==> config.mk <==
export PLATFORM = sky130hd
export DESIGN_NAME = uart_rx_cfg
export DESIGN_NICKNAME = d
export VERILOG_FILES = /design/src/rtl/uart_rx_cfg.sv
export SDC_FILE = /design/constraint.sdc
export NUM_CORES = 1
export LEC_CHECK = 0
export BUFFER_PORTS_ARGS = -buffer_cell sky130_fd_sc_hd__buf_4
export CORE_MARGIN = 2
export CORE_UTILIZATION = 30
export CTS_BUF_LIST = sky130_fd_sc_hd__clkbuf_4 sky130_fd_sc_hd__clkbuf_8
export DETAILED_ROUTE_END_ITERATION = 8
export GPL_TIMING_DRIVEN = 1
export PLACE_DENSITY = 0.58
export SYNTH_ARGS = -nofsm -noshare
export SYNTH_HDL_FRONTEND = slang
export SYNTH_SLANG_ARGS = --single-unit
==> constraint.sdc <==
create_clock -name clk -period 5.7 [get_ports clk]
set_clock_uncertainty 0.2 [all_clocks]
set_input_delay 0.57 -clock clk [delete_from_list [all_inputs] [get_ports clk]]
set_output_delay 0.57 -clock clk [all_outputs]
set_load 0.005 [all_outputs]
==> src/rtl/uart_rx_cfg.sv <==
`default_nettype none
// ============================================================================
// uart_rx_cfg : configurable UART receiver, majority-vote sampling, holding reg
// Revision    : 1.0
// ============================================================================
module uart_rx_cfg #(
    parameter int DATA_BITS  = 8,
    parameter int OVERSAMPLE = 8,
    parameter int PARITY     = 0,
    parameter int STOP_BITS  = 1,
    parameter int IDLE_BITS  = 2
) (
    input  logic                 clk,
    input  logic                 reset,
    input  logic                 baudtick,
    input  logic                 rx,
    input  logic                 rx_ready,
    input  logic                 overrun_clr,
    output logic [DATA_BITS-1:0] rx_data,
    output logic                 rx_valid,
    output logic                 parity_err,
    output logic                 frame_err,
    output logic                 overrun,
    output logic                 break_det,
    output logic                 rx_idle
);
    localparam int TW       = $clog2(OVERSAMPLE);
    localparam int BW       = $clog2(DATA_BITS + 1);
    localparam int IDLE_MAX = IDLE_BITS * OVERSAMPLE;
    localparam int IW       = $clog2(IDLE_MAX + 1);

    localparam logic [TW-1:0] TICK_A    = TW'(OVERSAMPLE / 2 - 1);
    localparam logic [TW-1:0] TICK_B    = TW'(OVERSAMPLE / 2);
    localparam logic [TW-1:0] TICK_V    = TW'(OVERSAMPLE / 2 + 1);
    localparam logic [TW-1:0] TICK_LAST = TW'(OVERSAMPLE - 1);
    localparam logic [BW-1:0] BITS_DONE = BW'(DATA_BITS);
    localparam logic          STOP_LAST = (STOP_BITS == 2);
    localparam logic [IW-1:0] IDLE_SAT  = IW'(IDLE_MAX);

    localparam logic [2:0] S_IDLE     = 3'd0;
    localparam logic [2:0] S_START    = 3'd1;
    localparam logic [2:0] S_DATA     = 3'd2;
    localparam logic [2:0] S_PARITY   = 3'd3;
    localparam logic [2:0] S_STOP     = 3'd4;
    localparam logic [2:0] S_BRK_WAIT = 3'd5;

    logic                 rx_meta;
    logic                 rx_sync;
    logic [2:0]           state;
    logic [TW-1:0]        tick_cnt;
    logic                 samp_a;
    logic                 samp_b;
    logic [DATA_BITS-1:0] shreg;
    logic [BW-1:0]        bit_cnt;
    logic                 par_bit;
    logic                 stop_cnt;
    logic                 stop_err;
    logic                 stop_one;
    logic [IW-1:0]        idle_cnt;

    logic          vote;
    logic          at_vote;
    logic          at_wrap;
    logic          frame_end;
    logic          is_break;
    logic          complete;
    logic          par_exp;
    logic          par_bad;
    logic [BW-1:0] bit_cnt_nxt;

    // Third sample is taken live at the deciding tick rather than stored.
    assign vote        = (samp_a & samp_b) | (samp_a & rx_sync) | (samp_b & rx_sync);
    assign at_vote     = baudtick && (tick_cnt == TICK_V);
    assign at_wrap     = baudtick && (tick_cnt == TICK_LAST);
    assign bit_cnt_nxt = at_vote ? bit_cnt + 1'b1 : bit_cnt;
    assign frame_end   = at_vote && (state == S_STOP) && (stop_cnt == STOP_LAST);
    assign par_exp     = (PARITY == 1) ? ~(^shreg) : (^shreg);
    assign par_bad     = (PARITY != 0) && (par_bit != par_exp);
    assign is_break    = (shreg == '0) && ((PARITY == 0) || !par_bit) && !stop_one && !vote;
    assign complete    = frame_end && !is_break;
    assign rx_idle     = (idle_cnt == IDLE_SAT);

    always_ff @(posedge clk) begin
        if (reset) begin
            rx_meta   <= 1'b1;
            rx_sync   <= 1'b1;
            state     <= S_IDLE;
            tick_cnt  <= '0;
            samp_a    <= 1'b0;
            samp_b    <= 1'b0;
            shreg     <= '0;
            bit_cnt   <= '0;
            par_bit   <= 1'b0;
            stop_cnt  <= 1'b0;
            stop_err  <= 1'b0;
            stop_one  <= 1'b0;
            break_det <= 1'b0;
        end else begin
            rx_meta   <= rx;
            rx_sync   <= rx_meta;
            break_det <= frame_end && is_break;
            if (baudtick) begin
                if (tick_cnt == TICK_A) samp_a <= rx_sync;
                if (tick_cnt == TICK_B) samp_b <= rx_sync;
                if (state != S_IDLE && state != S_BRK_WAIT)
                    tick_cnt <= at_wrap ? '0 : tick_cnt + 1'b1;
                case (state)
                    S_IDLE: begin
                        if (!rx_sync) begin
                            state    <= S_START;
                            tick_cnt <= '0;
                        end
                    end
                    S_START: begin
                        if (at_vote && vote) begin
                            state <= S_IDLE;
                        end else if (at_wrap) begin
                            state   <= S_DATA;
                            bit_cnt <= '0;
                        end
                    end
                    S_DATA: begin
                        if (at_vote) shreg <= {vote, shreg[DATA_BITS-1:1]};
                        bit_cnt <= bit_cnt_nxt;
                        if (at_wrap && (bit_cnt_nxt == BITS_DONE)) begin
                            if (PARITY != 0) begin
                                state <= S_PARITY;
                            end else begin
                                state    <= S_STOP;
                                stop_cnt <= 1'b0;
                                stop_err <= 1'b0;
                                stop_one <= 1'b0;
                            end
                        end
                    end
                    S_PARITY: begin
                        if (at_vote) par_bit <= vote;
                        if (at_wrap) begin
                            state    <= S_STOP;
                            stop_cnt <= 1'b0;
                            stop_err <= 1'b0;
                            stop_one <= 1'b0;
                        end
                    end
                    S_STOP: begin
                        // Leave at mid-bit of the last stop so a back-to-back start edge is seen.
                        if (frame_end) begin
                            state <= is_break ? S_BRK_WAIT : S_IDLE;
                        end else begin
                            if (at_vote) begin
                                stop_err <= stop_err | ~vote;
                                stop_one <= stop_one | vote;
                            end
                            if (at_wrap) stop_cnt <= 1'b1;
                        end
                    end
                    S_BRK_WAIT: begin
                        if (rx_sync) state <= S_IDLE;
                    end
                    default: state <= S_IDLE;
                endcase
            end
        end
    end

    always_ff @(posedge clk) begin
        if (reset) begin
            rx_data    <= '0;
            rx_valid   <= 1'b0;
            parity_err <= 1'b0;
            frame_err  <= 1'b0;
            overrun    <= 1'b0;
        end else begin
            if (complete && (!rx_valid || rx_ready)) begin
                rx_data    <= shreg;
                parity_err <= par_bad;
                frame_err  <= stop_err | ~vote;
                rx_valid   <= 1'b1;
            end else if (rx_valid && rx_ready) begin
                rx_valid <= 1'b0;
            end
            if (complete && rx_valid && !rx_ready)
                overrun <= 1'b1;
            else if (overrun_clr)
                overrun <= 1'b0;
        end
    end

    always_ff @(posedge clk) begin
        if (reset) begin
            idle_cnt <= '0;
        end else if (state != S_IDLE) begin
            idle_cnt <= '0;
        end else if (baudtick) begin
            if (!rx_sync)
                idle_cnt <= '0;
            else if (idle_cnt != IDLE_SAT)
                idle_cnt <= idle_cnt + 1'b1;
        end
    end
endmodule
`default_nettype wire

Word-level counts from Yosys, hierarchy flattened
Cells that the tools add are included.

operators by class
  add/subtract/negate cells = 3
  equal/unequal tests = 25
  muxes and demuxes = 34
  bitwise gates (word level) = 9
  reductions and logical operators = 37

operator list
  kind                                                 number
  2-to-1 mux 3 bit                                     12
  inequality test 2 bit, second input constant         10
  one-hot mux 3 bit (6 select lines)                   1
  equality test 3 bit, second input constant           5
  logical AND 1 bit                                    15
  2-to-1 mux 1 bit                                     12
  2-to-1 mux 4 bit                                     3
  AND reduction 6 bit                                  2
  2-to-1 mux 5 bit                                     2
  equality test 3 x 2 -> 1 bit, second input constant  3
  one-hot mux 1 bit (3 select lines)                   3
  zero test 8 bit                                      1
  one-hot mux 4 bit (2 select lines)                   1
  AND reduction 7 bit                                  1
  inequality test 3 bit, second input constant         2
  AND reduction 2 bit                                  3
  nonzero test 2 bit                                   3
  nonzero test 3 bit                                   2
  adder 5 x 1 -> 5 bit, second input constant          1
  equality test 5 bit, second input constant           1
  zero test 1 bit                                      5
  inequality test 5 bit, second input constant         1
  adder 4 x 1 -> 4 bit, second input constant          1
  equality test 4 bit, second input constant           1
  other kinds (11)                                     17

storage, ports and cells
  bits in registers = 42
  output and inout bits = 14
  word-level logic and storage cells = 125

Logic depth before layout (Yosys ltp)
Gate-level depths: netlist of run 1.

  depth after elaboration = 10
  gate-level depth with buffers = 10

Worst setup path before layout of run 1
OpenSTA, ideal clock, no wires.

  path kind = input port to flip-flop
  start = input port baudtick
  end = register state[1]
  library setup time = 0.101 ns
  arrival time = 2.100 ns
  data required time = 5.399 ns
  slack = 3.299 ns
  stages = 8
  path buffers = 2
  cell sequence = buf_6 and3_1 clkbuf_1 a2111o_1 o221ai_2 a211oi_2 or3b_1 o41ai_1

between the ends
  cells in the longest elaborated chain, start to end = 6
  elaborated cells on any way between the ends = 15

ends and longest elaborated chain
  element                                 line  text
  from (decl)                             15    input logic baudtick,
  logical AND 1 bit                       73    assign at_vote = baudtick && (tick_cnt == TICK_V);
  2-to-1 mux 4 bit                        75    assign bit_cnt_nxt = at_vote ? bit_cnt + 1'b1 : bit_cnt;
  equality test 4 bit                     125   if (at_wrap && (bit_cnt_nxt == BITS_DONE)) begin
  logical AND 1 bit                       125
  inequality test 2 bit (no source line)  -
  AND reduction 7 bit (no source line)    -
  to (signal assigned)                    148   state <= is_break ? S_BRK_WAIT : S_IDLE;
  to (decl)                               49    logic [2:0] state;

Parallel ways exist; a longest one is shown, timed or not.
A chain may end at the register's enable or synchronous reset.

Worst setup path after layout of run 1
  start = register tick_cnt[0]
  end = register rx_data[7]

between the ends
  cells in the longest elaborated chain, start to end = 6

ends and longest elaborated chain
  element                         line  text
  from (decl)                     50    logic [TW-1:0] tick_cnt;
  from (signal assigned)          106   tick_cnt <= at_wrap ? '0 : tick_cnt + 1'b1;
  equality test 3 bit             73
  logical AND 1 bit               73
  logical AND 1 bit (2 in a row)  76    assign frame_end = at_vote && (state == S_STOP) && (stop_cnt == STOP_LAST);
  logical AND 1 bit               80    assign complete = frame_end && !is_break;
  logical AND 1 bit               174   if (complete && (!rx_valid || rx_ready)) begin
  to (signal assigned)            175   rx_data <= shreg;
  to (decl)                       19    output logic [DATA_BITS-1:0] rx_data,

No other way between the ends.

==> results_tabular.tex, run 1 <==
\begin{tabular}{lr}
\hline
Metric & Value \\
\hline
\multicolumn{2}{l}{\textbf{STA}} \\
Setup repair after global routing missed its margin & false \\
Relative slew slack & 0.534 \\
Pin slew with the least headroom to its limit & 0.698 ns \\
Count of endpoints failing hold in the final timing report & 0 \\
Period minus WS final & 2.66 ns \\
Setup violation total in the final timing report & 0 \\
Pins Over Slew Limit & 0 \\
Setup Total Neg Slack & 0 ns \\
Final WS setup & 3.04 ns \\
Fmax & 376 MHz \\
Fin Hold WS & 0.216 ns \\
Share of the clock period used by the worst path & 0.466 \\
\multicolumn{2}{l}{\textbf{Yosys}} \\
Proportion of synthesized flip-flops having asynchronous set or reset & 0 \\
Count of warnings emitted by yosys & 0 \\
Count of different cell masters after synthesis & 47 \\
Area share of the largest cell type after synthesis & 0.407 \\
Synth Instances & 250 \\
Largest area contributor in the synthesized netlist & sky130\_fd\_sc\_hd\_\_dfxtp\_1 \\
Dominant cells by area after synthesis & sky130\_fd\_sc\_hd\_\_dfxtp\_1 (41\%), sky130\_fd\_sc\_hd\_\_nor2\_1 (6.0\%), sky130\_fd\_sc\_hd\_\_mux2i\_1 (5.3\%) \\
Number of nets produced by synthesis & 264 \\
Sequential-to-total area share from yosys stat & 0.407 \\
Number of enable flip-flop cells after synthesis & 0 \\
Post-synthesis instance area & 2060 um\^{}2 \\
Register bit total from synthesis & 42 \\
Average cell area after synthesis & 8.26 um\^{}2 \\
Dominant synthesized flop cell & sky130\_fd\_sc\_hd\_\_dfxtp\_1 \\
\multicolumn{2}{l}{\textbf{Power and ir drop}} \\
Internal cell power & 0.000406 W \\
Static Leak & 0.852 nW \\
Net switching component of the power & 0.000130 W \\
Combinational share of power & 0.058 \\
Sequential fraction of design power & 0.565 \\
Relative contribution of the clock network to total power & 0.377 \\
Net switching share of the total power & 0.242 \\
Total chip power & 0.000536 W \\
Ratio of total power to cell area & 232 nW/um\^{}2 \\
Worst supply voltage drop on vdd & 0.0854 mV \\
\multicolumn{2}{l}{\textbf{Hold path}} \\
HP Class & reg -> reg \\
Hold path cells & 1 \\
Hold\_sp & rx\_meta \\
End point of the worst hold path & rx\_sync \\
\multicolumn{2}{l}{\textbf{Drt}} \\
Detailed-route wire length per cell & 12.0 um \\
Iteration-0 DRC Markers & 118 \\
Vias post-DR & 1,738 \\
WL final & 4090 um \\
Number of antenna-violating nets in the routed design & 0 \\
Residual DRC & 0 \\
First drt pass iteration count & 5 \\
Post-DR vias/cell & 5.11 \\
\multicolumn{2}{l}{\textbf{Global routing}} \\
Number of antenna violations at the first check in global routing & 0 \\
Maximum number of pins on one net before global-route repair & 41 \\
First-pass GRT wire length & 6980 um \\
Total overflow reported by the global router & 0 \\
Overall fraction of global-route tracks in use & 0.114 \\
Vias in the first global route & 1,515 \\
\multicolumn{2}{l}{\textbf{Layout}} \\
Share of the core filled with cells in the final layout & 0.344 \\
Antenna diodes & 0 \\
Number of inserted filler cells in the final layout & 671 \\
Area growth from synthesis to final layout & 12.0\% \\
Most common library cell in the layout ignoring fill and taps & sky130\_fd\_sc\_hd\_\_dfxtp\_1 \\
Number of nets in the layout & 273 \\
Commonest cells after routing, fill and taps aside & sky130\_fd\_sc\_hd\_\_dfxtp\_1 (42), sky130\_fd\_sc\_hd\_\_nor2\_1 (33), sky130\_fd\_sc\_hd\_\_nand2\_1 (22) \\
Combined area of the multi-input logic cells & 1090 um\^{}2 \\
Share of cells above drive strength 1 & 0.123 \\
Sequential cell area & 841 um\^{}2 \\
\multicolumn{2}{l}{\textbf{Place}} \\
Port Buffers & 18 \\
Final weighted congestion in routability-driven placement & 0.834 \\
Worst slack after detailed placement & 2.83 ns \\
Final HPWL DP & 2730 um \\
\multicolumn{2}{l}{\textbf{Critical path}} \\
R2R Path End & rx\_data[7] \\
R2r worst-path depth & 7 \\
Worst Setup Start Kind & register \\
Crit-path max FO & 15 \\
Type of element capturing the critical path & register \\
Endpoint required time on the critical path & 5.67 ns \\
R2r setup slk & 3.04 ns \\
Reg-to-reg critical path startpoint & tick\_cnt[0] \\
Critical setup path kind & reg -> reg \\
Critical path arrival & 2.63 ns \\
\multicolumn{2}{l}{\textbf{CTS}} \\
Hold buffers post-CTS & 0 \\
\# resized after CTS & 0 \\
Depth of the CTS H-tree & 2 \\
Buffers inserted during post-CTS setup optimization & 0 \\
Clock transition at path regs & 0.08 ns \\
Maximum buffer depth of the clock tree & 2 \\
Clock tree sinks & 42 \\
Clock network latency to the later pin of the worst-skew pair & 0.29 ns \\
TritonCTS clock tree & done \\
Clock buffer count from CTS & 5 \\
Cell at the root of the clock tree & sky130\_fd\_sc\_hd\_\_clkbuf\_8 \\
\multicolumn{2}{l}{\textbf{Floorplanning}} \\
Initial Utilization & 0.307 \\
Area of the die & 7560 um\^{}2 \\
Std cell rows & 30 \\
Horiz. Die Dim & 87.0 um \\
Ports & 20 \\
Vertical extent of the die & 87.0 um \\
Core Region & 6720 um\^{}2 \\
\multicolumn{2}{l}{\textbf{Run status}} \\
Run status & finished, final reports clean \\
\multicolumn{2}{l}{\textbf{Flow run}} \\
Max-cap viol count & 0 \\
\hline
\end{tabular}
==> power by group through the flow <==
| stage | Clock [W] | Sequential, W | Combinational [W] |
|---|---|---|---|
| CTS | 0.000209 | 0.000303 | 0.0000315 |
| detailed placement | 0 | 0.000310 | 0.0000313 |
| finish | 0.000202 | 0.000303 | 0.0000312 |
| global route | 0.000222 | 0.000304 | 0.0000364 |
| floorplan | 0 | 0.000306 | 0.0000290 |
| global placement | 0 | 0.000310 | 0.0000313 |
==> synthesized netlist by cell type, types with 2 or more instances <==
library cell               instances
sky130_fd_sc_hd__a211oi_1          2
sky130_fd_sc_hd__a21oi_1          20
sky130_fd_sc_hd__a31oi_1           4
sky130_fd_sc_hd__and3_1            3
sky130_fd_sc_hd__buf_2             3
sky130_fd_sc_hd__buf_6             2
sky130_fd_sc_hd__clkbuf_1         10
sky130_fd_sc_hd__dfxtp_1          42
sky130_fd_sc_hd__ha_1              8
sky130_fd_sc_hd__inv_1            14
sky130_fd_sc_hd__mux2i_1          11
sky130_fd_sc_hd__nand2_1          22
sky130_fd_sc_hd__nand2b_1          2
sky130_fd_sc_hd__nand3_1          15
sky130_fd_sc_hd__nand4_1           7
sky130_fd_sc_hd__nor2_1           33
sky130_fd_sc_hd__nor2b_1           2
sky130_fd_sc_hd__nor3_1            4
sky130_fd_sc_hd__nor4_1            2
sky130_fd_sc_hd__o21ai_0          11
sky130_fd_sc_hd__or2_2             2
sky130_fd_sc_hd__or3_1             2
sky130_fd_sc_hd__or4_1             2
sky130_fd_sc_hd__xnor2_1           3
sky130_fd_sc_hd__xor2_1            2
==> metal layers <==
metal / wire (um) / vias up / GRT usage / part of all wire
met5: 0 / - / 0 / 0
met4: 74 / 0 / 0.0469 / 0.018
met3: 168 / 5 / 0.0275 / 0.041
met2: 1790 / 34 / 0.173 / 0.44
met1: 2060 / 802 / 0.156 / 0.50
li1: - / 897 / - / -
==> state kept, by name, summed over array words and instances, names as in the netlist, 3 cells and up <==
register	count
bit_cnt	4
state	3
idle_cnt	5
shreg	8
rx_data	8
tick_cnt	3
==> worst max-delay path by stage <==
stage / end / startpoint
after floorplan: state[1] / baudtick
after global placement: rx_data[0] / baudtick
after detailed placement: rx_data[3] / baudtick
after CTS: rx_data[1] / tick_cnt[0]
after global routing: rx_data[3] / tick_cnt[0]
final: rx_data[7] / tick_cnt[0]
==> per-stage QoR <==
stage | area, um^2 | cells
after floorplan | 2060 | 250
after global placement | 2220 | 332
after detailed placement | 2220 | 332
after CTS | 2310 | 340
after global routing | 2310 | 340
final | 2310 | 340
==> logic make-up (layout without fill, tap and decap cells) <==
| group | count (synthesis) | after routing | synth area share |
|---|---|---|---|
| flops | 42 | 42 | 0.407 |
| fa+ha+maj | 9 | 9 | 0.0539 |
| buf+inv | 30 | 40 | 0.0655 |
| xor+xnor | 5 | 5 | 0.0212 |
| simple gates | 99 | 99 | 0.230 |
| other cells | 1 | 1 | 0.00182 |
| compound gates | 53 | 53 | 0.167 |
| mux | 11 | 11 | 0.0533 |
==> critical path, cell delays in order, from the launching register on <==
cell and delay, ns:
sky130_fd_sc_hd__dfxtp_1 0.41, sky130_fd_sc_hd__ha_1 0.24, sky130_fd_sc_hd__and3_1 0.53, sky130_fd_sc_hd__nand2_1 0.18, sky130_fd_sc_hd__nor2_1 0.15, sky130_fd_sc_hd__and3_1 0.52, sky130_fd_sc_hd__mux2i_1 0.24, sky130_fd_sc_hd__nor2_1 0.05
==> area by class of cell <==
class	count	area share
multi-input cells	178	0.471
flip-flops and latches	42	0.364
repair buffers	18	0.0584
well taps	80	0.0433
clock buffers	6	0.0357
inverters	14	0.0227
clock inverters	2	0.00541
No activity file was read; power rests on OpenSTA's default activity.
==> run 2: changes to the inputs <==
- ABC_AREA: unset -> 1
- clock period: 5.7 -> 2.5 ns (I/O delays scaled with it)
==> results_tabular.tex, run 2 <==
\begin{tabular}{lr}
\hline
Metric & Value \\
\hline
\multicolumn{2}{l}{\textbf{STA}} \\
Pins Over Slew Limit & 0 \\
Share of the clock period used by the worst path & 0.834 \\
Relative slew slack & 0.617 \\
Setup repair after global routing missed its margin & false \\
Fmax & 480 MHz \\
Count of endpoints failing hold in the final timing report & 0 \\
Fin Hold WS & 0.0722 ns \\
Period minus WS final & 2.09 ns \\
Setup violation total in the final timing report & 0 \\
Setup Total Neg Slack & 0 ns \\
Pin slew with the least headroom to its limit & 0.574 ns \\
\multicolumn{2}{l}{\textbf{CTS}} \\
Hold buffers post-CTS & 2 \\
Cell at the root of the clock tree & sky130\_fd\_sc\_hd\_\_clkbuf\_8 \\
\# resized after CTS & 0 \\
Depth of the CTS H-tree & 2 \\
Clock network latency to the later pin of the worst-skew pair & 0.30 ns \\
Maximum buffer depth of the clock tree & 2 \\
Clock buffer count from CTS & 5 \\
Clock tree sinks & 42 \\
Buffers inserted during post-CTS setup optimization & 0 \\
Clock transition at path regs & 0.08 ns \\
TritonCTS clock tree & done \\
\multicolumn{2}{l}{\textbf{Yosys}} \\
Dominant synthesized flop cell & sky130\_fd\_sc\_hd\_\_dfxtp\_1 \\
Dominant cells by area after synthesis & sky130\_fd\_sc\_hd\_\_dfxtp\_1 (40\%), sky130\_fd\_sc\_hd\_\_nand2\_1 (9.2\%), sky130\_fd\_sc\_hd\_\_a21oi\_1 (8.8\%) \\
Count of warnings emitted by yosys & 0 \\
Average cell area after synthesis & 7.28 um\^{}2 \\
Sequential-to-total area share from yosys stat & 0.398 \\
Number of nets produced by synthesis & 304 \\
Most frequent cells after synthesis & sky130\_fd\_sc\_hd\_\_nand2\_1 (52), sky130\_fd\_sc\_hd\_\_dfxtp\_1 (42), sky130\_fd\_sc\_hd\_\_inv\_1 (41) \\
Count of different cell masters after synthesis & 33 \\
Post-synthesis instance area & 2110 um\^{}2 \\
Number of enable flip-flop cells after synthesis & 0 \\
Proportion of synthesized flip-flops having asynchronous set or reset & 0 \\
Largest area contributor in the synthesized netlist & sky130\_fd\_sc\_hd\_\_dfxtp\_1 \\
Register bit total from synthesis & 42 \\
Area share of the largest cell type after synthesis & 0.398 \\
Most frequently used cell type in the post-synthesis netlist & sky130\_fd\_sc\_hd\_\_nand2\_1 \\
Synth Instances & 290 \\
\multicolumn{2}{l}{\textbf{Place}} \\
Final weighted congestion in routability-driven placement & 0.868 \\
Final HPWL DP & 3090 um \\
Port Buffers & 18 \\
Instance area at placement & 2320 um\^{}2 \\
Dpl cells & 396 \\
\multicolumn{2}{l}{\textbf{Layout}} \\
Share of cells above drive strength 1 & 0.155 \\
Number of nets in the layout & 323 \\
Most common library cell in the layout ignoring fill and taps & sky130\_fd\_sc\_hd\_\_nand2\_1 \\
Post-route cell area & 2440 um\^{}2 \\
Share of the core filled with cells in the final layout & 0.359 \\
Number of inserted filler cells in the final layout & 713 \\
Registers with the most flip-flops & rx\_data x8, shreg x8, idle\_cnt x5 \\
Area growth from synthesis to final layout & 15.5\% \\
Antenna diodes & 0 \\
Final std cells w/o fill & 406 \\
Commonest cells after routing, fill and taps aside & sky130\_fd\_sc\_hd\_\_nand2\_1 (52), sky130\_fd\_sc\_hd\_\_dfxtp\_1 (42), sky130\_fd\_sc\_hd\_\_inv\_1 (41) \\
\multicolumn{2}{l}{\textbf{Drt}} \\
WL final & 4250 um \\
Detailed-route wire length per cell & 10.5 um \\
Post-DR vias/cell & 4.43 \\
First drt pass iteration count & 4 \\
Vias post-DR & 1,800 \\
Residual DRC & 0 \\
Iteration-0 DRC Markers & 63 \\
Number of antenna-violating nets in the routed design & 0 \\
\multicolumn{2}{l}{\textbf{Global routing}} \\
Number of antenna violations at the first check in global routing & 0 \\
Total overflow reported by the global router & 0 \\
Overall fraction of global-route tracks in use & 0.118 \\
First-pass GRT wire length & 7330 um \\
Vias in the first global route & 1,675 \\
Maximum number of pins on one net before global-route repair & 23 \\
\multicolumn{2}{l}{\textbf{Critical path}} \\
Critical path arrival & 2.08 ns \\
Crit-path max FO & 5 \\
Critical setup path kind & reg -> reg \\
Type of element capturing the critical path & register \\
Worst Setup Start Kind & register \\
Endpoint required time on the critical path & 2.49 ns \\
R2r setup slk & 0.41 ns \\
\multicolumn{2}{l}{\textbf{Floorplanning}} \\
Vertical extent of the die & 87.9 um \\
Core Region & 6790 um\^{}2 \\
Area of the die & 7730 um\^{}2 \\
Initial Utilization & 0.311 \\
Horiz. Die Dim & 87.9 um \\
Std cell rows & 30 \\
Ports & 20 \\
\multicolumn{2}{l}{\textbf{Run status}} \\
Run status & finished, final reports clean \\
\multicolumn{2}{l}{\textbf{Power and ir drop}} \\
Static Leak & 1.04 nW \\
Ratio of total power to cell area & 570 nW/um\^{}2 \\
Worst supply voltage drop on vdd & 0.306 mV \\
\multicolumn{2}{l}{\textbf{Flow run}} \\
Max-cap viol count & 0 \\
\multicolumn{2}{l}{\textbf{Hold path}} \\
HP Class & in -> reg \\
\hline
\end{tabular}
[run 2: cell count changes after synthesis, moves of 7 or more]
cell	delta
sky130_fd_sc_hd__o21ai_0	+13
sky130_fd_sc_hd__inv_1	+27
sky130_fd_sc_hd__clkbuf_1	-7
sky130_fd_sc_hd__mux2i_1	-11
sky130_fd_sc_hd__nand2_1	+30
sky130_fd_sc_hd__nor2_1	-10
sky130_fd_sc_hd__a21oi_1	+17
[run 2: worst max-delay path: stages, from the launching register on]
cell	delay, ns
sky130_fd_sc_hd__dfxtp_1	0.42
sky130_fd_sc_hd__ha_1	0.23
sky130_fd_sc_hd__ha_1	0.21
sky130_fd_sc_hd__nand2_1	0.12
sky130_fd_sc_hd__inv_1	0.15
sky130_fd_sc_hd__nand3_1	0.09
sky130_fd_sc_hd__nor2_1	0.10
sky130_fd_sc_hd__nand2_1	0.07
sky130_fd_sc_hd__nand2_2	0.10
sky130_fd_sc_hd__nand2_1	0.10
sky130_fd_sc_hd__o21ai_1	0.14
sky130_fd_sc_hd__nor2_1	0.06
[run 2: stage by stage]
step	power [W]	setup WS, ns
2_1_floorplan	0.000884	0.724
3_5_place_dp	0.000928	0.427
5_1_grt	0.00147	0.122
4_1_cts	0.00141	0.402
6_report	0.00139	0.415
3_3_place_gp	0.000925	0.472
[run 2: final timing paths]
kind | startpoint | endpoint | cells past startpoint
setup reg to reg | tick_cnt[0] | state[2] | 11
hold / removal | reset | bit_cnt[2] | 2
hold reg to reg | rx_meta | rx_sync | 1
setup / recovery | tick_cnt[0] | state[2] | 11
[run 2: cell type report]
class	instances	area, um^2	area share
repair buffers	20	155	0.0636
inverters	45	171	0.0703
flip-flops and latches	42	841	0.345
clock inverters	2	16.3	0.00667
clock buffers	6	82.6	0.0339
well taps	96	120	0.0493
multi-input cells	195	1050	0.432
[run 2: power breakdown]
group          internal [W]  switching (W)
Clock              0.000227       0.000248
Sequential         0.000692      0.0000255
Combinational     0.0000705       0.000127
[run 2: cell families after synthesis]
| group | synth area share |
|---|---|
| AOI/OAI and AO/OA | 0.184 |
| xor gates and xnor gates | 0.00415 |
| adders and majority gates | 0.0474 |
| buffers and inverters | 0.104 |
| DFF | 0.398 |
| other | 0.00178 |
| and+or+nand+nor | 0.261 |
[run 2: metal layers]
| metal | track usage | wire, um | up-vias |
|---|---|---|---|
| met5 | 0 | 0 | - |
| li1 | - | - | 973 |
| met3 | 0.0264 | 147 | 4 |
| met2 | 0.194 | 1890 | 29 |
| met4 | 0.0476 | 54 | 0 |
| met1 | 0.151 | 2160 | 794 |
